--- config.mk ---
export PLATFORM = sky130hd
export DESIGN_NAME = hc595_chain_writer
export DESIGN_NICKNAME = d
export VERILOG_FILES = /design/src/rtl/hc595_chain_writer.sv
export SDC_FILE = /design/constraint.sdc
export NUM_CORES = 1
export LEC_CHECK = 0
export ABC_AREA = 1
export CELL_PAD_IN_SITES_DETAIL_PLACEMENT = 1
export CELL_PAD_IN_SITES_GLOBAL_PLACEMENT = 2
export CORE_MARGIN = 4
export CORE_UTILIZATION = 28
export DETAILED_ROUTE_END_ITERATION = 8
export GPL_ROUTABILITY_DRIVEN = 1
export HOLD_SLACK_MARGIN = 0.05
export PLACE_DENSITY_LB_ADDON = 0.08
export SLEW_MARGIN = 20
export SYNTH_ARGS = -nofsm -noshare
export SYNTH_HDL_FRONTEND = slang
export SYNTH_SLANG_ARGS = --single-unit
--- constraint.sdc ---
create_clock -name i_clk -period 1.4 [get_ports i_clk]
set_clock_uncertainty 0.05 [all_clocks]
set_input_delay 0.21 -clock i_clk [delete_from_list [all_inputs] [get_ports i_clk]]
set_output_delay 0.21 -clock i_clk [all_outputs]
set_load 0.01 [all_outputs]
--- src/rtl/hc595_chain_writer.sv ---
// hc595_chain_writer: serialises a W-bit word into a chain of 74x595 chips, MSB first, then pulses RCLK.
module hc595_chain_writer #(
  parameter int N_CHIPS = 1,
  parameter int DIV = 1
) (
  input  logic                 i_clk,
  input  logic                 i_rst,
  input  logic [8*N_CHIPS-1:0] i_data,
  input  logic                 i_valid,
  output logic                 o_ready,
  output logic                 o_ser,
  output logic                 o_srclk,
  output logic                 o_rclk,
  output logic                 o_oe_n
);
  localparam int W = 8 * N_CHIPS;
  localparam int CW = $clog2(W);
  typedef enum logic [2:0] {IDLE, SH_LO, SH_HI, LAT_HI, LAT_LO} state_t;
  state_t r_state, w_nxt;
  logic [W-1:0] r_sr, w_sr;
  logic [CW-1:0] r_cnt, w_cnt;
  logic [7:0] r_div, w_div;
  logic w_end;
  assign w_end = r_div == 8'(DIV - 1);
  always_comb begin
    w_nxt = r_state;
    w_sr = r_sr;
    w_cnt = r_cnt;
    w_div = w_end ? 8'd0 : r_div + 8'd1;
    case (r_state)
      IDLE: begin
        w_div = 8'd0;
        if (i_valid && o_ready) begin
          w_nxt = SH_LO;
          w_sr = i_data;
          w_cnt = CW'(W - 1);
        end
      end
      SH_LO: w_nxt = w_end ? SH_HI : SH_LO;
      SH_HI: if (w_end) begin
        w_sr = r_sr << 1;
        w_nxt = (r_cnt == '0) ? LAT_HI : SH_LO;
        w_cnt = (r_cnt == '0) ? r_cnt : r_cnt - CW'(1);
      end
      LAT_HI: w_nxt = w_end ? LAT_LO : LAT_HI;
      LAT_LO: w_nxt = w_end ? IDLE : LAT_LO;
      default: w_nxt = IDLE;
    endcase
  end
  // outputs are registered from the next-state decode so they line up with r_state
  always_ff @(posedge i_clk) begin
    if (i_rst) begin
      r_state <= IDLE;
      r_sr <= '0;
      r_cnt <= '0;
      r_div <= '0;
      o_ready <= 1'b0;
      o_ser <= 1'b0;
      o_srclk <= 1'b0;
      o_rclk <= 1'b0;
      o_oe_n <= 1'b1;
    end else begin
      r_state <= w_nxt;
      r_sr <= w_sr;
      r_cnt <= w_cnt;
      r_div <= w_div;
      o_ready <= w_nxt == IDLE;
      o_ser <= (w_nxt == SH_LO) ? w_sr[W-1] : o_ser;
      o_srclk <= w_nxt == SH_HI;
      o_rclk <= w_nxt == LAT_HI;
      o_oe_n <= (w_nxt == LAT_LO) ? 1'b0 : o_oe_n;
    end
  end
endmodule

==> results.ini, run 1 <==
[route]
drt_iter0_markers = 40
dr.pass1.iters = 4
totalWireLength_mm = 3.23
routedWlPerCell_um = 12.5
via_per_inst = 4.59
postRouteAntennaNets = 0
drcViolationCount = 0
num_vias = 1183

[sta]
relSlewSlack = 0.833
final_max_slew_viol_count = 0
max_freq_mhz = 691
hold_ws_ns = 0.403
rsz0062_at_grt = yes
post-route-period-util = 1.03
setup_ws_ns = -0.0470
worst_slew_pin_slew_ns = 0.250
hold_viol_final = 0
fin_tns_setup_ns = -0.136
setup_violations = 8
period_needed_ns = 1.45

[synth]
synth_area_mm2 = 0.00132
synthesis.nets = 191
syn_inst = 176
synth_area_leaders = dfxtp_1 41%, nand2_1 16%, inv_1 4.0%
synth.most_common_cell = nand2_1
async_reset_ff_frac = 0
yosys_most_used_dff = dfxtp_1
synth_top_area_frac = 0.409
yosysSeqAreaShare = 0.409
synth_seq_cells = 27
synthDistinctLibCells = 27
postSynthAreaPerCell_um2 = 7.51
yosys-top-cells-count = 55 x nand2_1, 27 x dfxtp_1, 14 x inv_1
synth_edf_count = 0
ys_warn_count = 0
synth_area_leader_cell = dfxtp_1

[grt]
grt_pass1_vias = 1217
overflow = 0
grt.total_usage = 0.110
grt_pass1_wl_mm = 5.36
antenna_found_initial = 0
grt_max_degree = 16

[layout]
antennaDiodeCount = 0
fin_nets = 222
regArea_um2 = 546
num-fill-cells = 526
final_cells = 258
area_delta_synth_final_pct = 39.4
multiInputGateArea_um2 = 811
drive_gt1_frac = 0.422

[setup_path]
max_stage_delay_ns = 0.34
worst_setup_path_end_kind = flop
timing.rr.start = r_div[1]
setup.worst_path.class = flop to flop
crit_family = simple AND/OR/NAND/NOR gates
critical_path_required_ns = 1.53
crit_arrival_ns = 1.58
path_cells = inv_2 > ha_4 > nand2_4 > nor2_4 > nand3_4 > nand2_4 > inv_8 > nand2_4 > nand2_2 > nor2_2 > nor2_2
cp.buffers_inverters = 2
ff2ff_setup_slack_ns = -0.05
path_max_fanout = 8
r2r-end = o_ser
crit_path_frequent_cell = nand2_4
reg2reg_depth = 11
slowest_stage = dfxtp_2
start_kind = flop

[worst_hold_path]
min_to = r_cnt[0]
min_from = r_cnt[0]
min_path_type = flop to flop
whs_path_depth = 1

[clock_network]
cts_root_buf = clkbuf_8
cts_tree = yes
clock_sinks = 27
htreeDepth = 1
cts.clk_slew.worst_paths_ns = 0.10
cts_max_path_buffers = 2
numCtsBuffers = 3
clk_latency_ns = 0.27

[placement]
io_buffers = 15
place_inst = 250
place.gp.congestion = 0.769
hpwl_mm = 2.44

[floorplanning]
die_h_um = 76.7
ios = 16
rows = 24
start_util = 0.295
die_area_mm2 = 0.00588
die_width_um = 76.7
core_mm2 = 0.00447

[power_and_ir_drop]
leakagePower_uw = 0.000803
powerDensity_mw_per_mm2 = 1150
ir_worst_vdd_mv = 0.437

[run_status]
status = finished with violations
violations = setup timing

[run]
drv_cap = 0

-- through the flow --
step	total power [µW]	util	area, µm²	setup slack, ns
after global placement	1550	0.358	1600	-0.133
final	2120	0.412	1840	-0.0470
after detailed placement	1560	0.358	1600	-0.160
after CTS	2070	0.387	1730	-0.0301
after global routing	2270	0.412	1840	-0.150
after floorplan	1330	-	1320	0.0113
-- timing repair --
item                                    in CTS  in global routing
resized for setup                           26                 28
pin swaps                                   12                  8
hold buffers                                 0                  0
buffers inserted                             2                  2
endpoints found under the setup margin      24                 23
-- where the power goes --
group	total, µW	switching [µW]	internal [µW]	leakage, µW
Clock	447	247	199	0.0000255
Sequential	910	57.8	853	0.000221
Combinational	765	432	333	0.000556
Total	2120	737	1380	0.000803
-- placed cells by master, fill, tap and decap left out, types with 5 or more instances in the layout --
cell | netlist | layout
buf_4 | 0 | 10
a31oi_1 | 6 | 5
dfxtp_1 | 27 | 23
nand2_1 | 55 | 40
inv_1 | 14 | 11
nand2_2 | 7 | 18
nand2_4 | 2 | 6
inv_2 | 12 | 14
clkdlybuf4s50_1 | 0 | 10
nor2_2 | 4 | 7
nor2_4 | 3 | 5
nor2_1 | 13 | 8
-- worst reg2reg max path: stages (launching register included) --
cell	delay, ns
dfxtp_2	0.34
inv_2	0.07
ha_4	0.15
nand2_4	0.05
nor2_4	0.14
nand3_4	0.11
nand2_4	0.12
inv_8	0.06
nand2_4	0.06
nand2_2	0.05
nor2_2	0.12
nor2_2	0.04
-- sequential cells by signal, summed over array words and instances (netlist names) --
| register | count |
|---|---|
| o_srclk | 1 |
| r_div | 8 |
| o_ready | 1 |
| o_ser | 1 |
| r_sr | 8 |
| o_rclk | 1 |
| r_cnt | 3 |
| o_oe_n | 1 |
| r_state | 3 |
-- worst max path at each step --
stage	start	end	slack (ns)	cells past startpoint
2_1_floorplan	r_div[0]	o_ser	0.01	11
3_3_place_gp	i_valid	o_ser	-0.13	10
3_5_place_dp	i_valid	o_ser	-0.16	10
4_1_cts	r_div[1]	o_ser	-0.03	11
5_1_grt	r_div[1]	o_ser	-0.15	11
6_report	r_div[1]	o_ser	-0.05	11
-- routing by layer --
layer / global-route usage / wire, µm
met1: 0.129 / 1410
met2: 0.198 / 1710
met3: 0.0234 / 85
met4: 0.0326 / 23
met5: 0 / 0
-- cell type report --
class | count | share of cell area
Tap cell | 52 | 0.0353
Clock inverter | 1 | 0.00272
Inverter | 26 | 0.0571
Multi-Input combinational cell | 121 | 0.440
Timing Repair Buffer | 28 | 0.146
Clock buffer | 3 | 0.0224
Sequential cell | 27 | 0.296
-- kinds of logic after synthesis --
logic type	share of synthesized area
buffers and inverters	0.0852
flip-flops	0.409
XOR/XNOR	0.0133
AND/OR/NAND/NOR	0.368
adder cells (fa/ha/maj)	0.0379
AO/OA/AOI/OAI	0.0862
(Power assumes the default switching activity.)
==> run 2, diff against run 1 <==
--- a/config.mk
+++ b/config.mk
@@ -5,11 +5,10 @@
 export SDC_FILE = /design/constraint.sdc
 export NUM_CORES = 1
 export LEC_CHECK = 0
-export ABC_AREA = 1
 export CELL_PAD_IN_SITES_DETAIL_PLACEMENT = 1
 export CELL_PAD_IN_SITES_GLOBAL_PLACEMENT = 2
 export CORE_MARGIN = 4
-export CORE_UTILIZATION = 28
+export CORE_UTILIZATION = 29
 export DETAILED_ROUTE_END_ITERATION = 8
 export GPL_ROUTABILITY_DRIVEN = 1
 export HOLD_SLACK_MARGIN = 0.05
==> run 2 against run 1 <==
The flow still finishes with violations (setup timing). Worst hold slack improved by 0.0078 ns. Worst setup slack worse by 0.28 ns. Total power down 13%. Via count fell by 13%. Count of clock-buffer cells in the layout increased by 1. Core utilization up 2.3 points. Critical path type unchanged. Critical endpoint is now o_oe_n. Largest power group unchanged.
==> results.ini, run 2 <==
[route]
totalWireLength_mm = 2.98
drt_iter0_markers = 36
drcViolationCount = 0
dr.pass1.iters = 4
num_vias = 1029
via_per_inst = 4.81
routedWlPerCell_um = 13.9
postRouteAntennaNets = 0

[run_status]
status = finished with violations
violations = setup timing

[placement]
dp_slack_ns = -0.351
place_area_mm2 = 0.00153
io_buffers = 15
place.gp.congestion = 0.781
hpwl_mm = 2.15

[sta]
rsz0062_at_grt = yes
max_freq_mhz = 577
final_max_slew_viol_count = 0
setup_ws_ns = -0.332
period_needed_ns = 1.73
setup_violations = 27
relSlewSlack = 0.794
worst_slew_pin_slew_ns = 0.308
hold_viol_final = 0
post-route-period-util = 1.24
fin_tns_setup_ns = -5.26

[worst_hold_path]
min_path_type = flop to flop
whs_path_depth = 2

[synth]
syn_inst = 129
synth_area_leaders = dfxtp_1 47%, nor2_1 5.8%, ha_1 4.3%
postSynthAreaPerCell_um2 = 8.98
yosys_most_used_dff = dfxtp_1
synth_area_leader_cell = dfxtp_1
synth_top_area_frac = 0.467
async_reset_ff_frac = 0
synthesis.nets = 144
yosysSeqAreaShare = 0.467
yosys-top-cells-count = 27 x dfxtp_1, 18 x nor2_1, 10 x nand3_1
synth_area_mm2 = 0.00116
synth.most_common_cell = dfxtp_1
ys_warn_count = 0
synth_edf_count = 0
synthDistinctLibCells = 30
synth_seq_cells = 27

[clock_network]
clock_sinks = 27
cts_tree = yes
cts_max_path_buffers = 2
cts.clk_slew.worst_paths_ns = 0.09
htreeDepth = 1
cts_hold_buf = 0
clk_latency_ns = 0.27
cts_root_buf = clkbuf_8
numCtsBuffers = 3

[power_and_ir_drop]
ir_worst_vdd_mv = 0.851
powerDensity_mw_per_mm2 = 1130
leakagePower_uw = 0.000679

[grt]
grt.total_usage = 0.128
antenna_found_initial = 0
grt_max_degree = 18
grt_pass1_vias = 1073
grt_pass1_wl_mm = 5.15
overflow = 0

[layout]
fin_nets = 182
reg_top3 = r_div x8, r_sr x8
num-fill-cells = 443
final_cell_mix = 25 x dfxtp_1, 21 x buf_4, 15 x nor2_1
antennaDiodeCount = 0
postLayoutCellArea_mm2 = 0.00164
drive_gt1_frac = 0.271
final_common_cell = dfxtp_1
area_delta_synth_final_pct = 41.4

[run]
drv_cap = 0

[setup_path]
crit_arrival_ns = 1.86
critical_path_required_ns = 1.53
worst_setup_path_end_kind = flop
max_stage_delay_ns = 0.35
cp_num_cells = 7
start_kind = flop
setup.worst_path.class = flop to flop
cp.buffers_inverters = 2
path_cells = inv_2 > ha_4 > nor3b_4 > buf_4 > nand3_2 > o32a_1 > a21o_1
crit_family = compound AO/OA/AOI/OAI gates
reg2reg_depth = 7
path_max_fanout = 5
slowest_stage = o32a_1

[floorplanning]
die_h_um = 71.2
core_mm2 = 0.00377
ios = 16
die_area_mm2 = 0.00507
rows = 22
die_width_um = 71.2
start_util = 0.307

-- run 2: cell types whose count changed in the layout (fill, tap and decap cells not counted), sizes merged, moves of 6 or more --
cell | previous run | this run
inv | 26 | 8
a22oi | 0 | 6
buf | 13 | 23
nand2 | 64 | 8
and3 | 0 | 6
-- run 2: where the power goes --
group          total, µW  switching, µW  internal, µW
clock                451            247           204
combinational        522            257           265
sequential           882           41.5           841
total               1860            545          1310
-- run 2: metrics by stage --
step	power, µW	hold slack [ns]	instances	utilization
3_5_place_dp	1410	0.396	208	0.405
2_1_floorplan	1180	0.297	129	-
5_1_grt	1980	0.435	214	0.434
3_3_place_gp	1400	0.388	208	0.405
6_report	1860	0.410	214	0.434
4_1_cts	1880	0.415	214	0.430
-- run 2: layout make-up --
class	count	area, µm²	share of cell area
inverter	8	30.0	0.0183
sequential	27	543	0.332
timing repair buffer	38	324	0.198
clock buffer	4	45.0	0.0275
multi-input combinational	89	636	0.388
tap	48	60.1	0.0367
-- run 2: logic make-up after synthesis --
group                    count (synthesis)  share of synthesized area
XOR/XNOR                                 6                     0.0454
AND/OR/NAND/NOR                         52                      0.233
flip-flops                              27                      0.467
multiplexers                             1                    0.00864
AO/OA/AOI/OAI                           26                      0.157
adder cells (fa/ha/maj)                  4                     0.0432
buffers and inverters                   13                     0.0464
-- run 2: path summary, 6_finish.rpt --
check        startpoint  endpoint  slack [ns]
max            r_div[1]    o_oe_n       -0.33
min             r_sr[4]   r_sr[4]        0.41
max reg2reg    r_div[1]    o_oe_n       -0.33
min reg2reg     r_sr[4]   r_sr[4]        0.41
-- run 2: repair_timing --
item / CTS / global route
resized for setup: 13 / 4
gates cloned: 0 / 0
pin swaps: 8 / 1
endpoints found under the setup margin: 32 / 27
setup buffers: 2 / 0
-- run 2: worst reg2reg max path, cell delays in order, from the launching register on --
cell and delay (ns):
dfxtp_2 0.34, inv_2 0.06, ha_4 0.12, nor3b_4 0.27
buf_4 0.18, nand3_2 0.08, o32a_1 0.35, a21o_1 0.19
-- run 2: metal layers --
metal / wire (µm) / track usage
met3: 81 / 0.0369
met1: 1460 / 0.166
met2: 1420 / 0.209
met5: 0 / 0
met4: 25 / 0.0313
==> run 3, diff against run 2 <==
--- a/config.mk
+++ b/config.mk
@@ -11,7 +11,7 @@
 export CORE_UTILIZATION = 29
 export DETAILED_ROUTE_END_ITERATION = 8
 export GPL_ROUTABILITY_DRIVEN = 1
-export HOLD_SLACK_MARGIN = 0.05
+export HOLD_SLACK_MARGIN = 0.02
 export PLACE_DENSITY_LB_ADDON = 0.08
 export SLEW_MARGIN = 20
 export SYNTH_ARGS = -nofsm -noshare
==> results of run 3 <==
No change in the layout: final DEF, timing and power equal those of run 2.
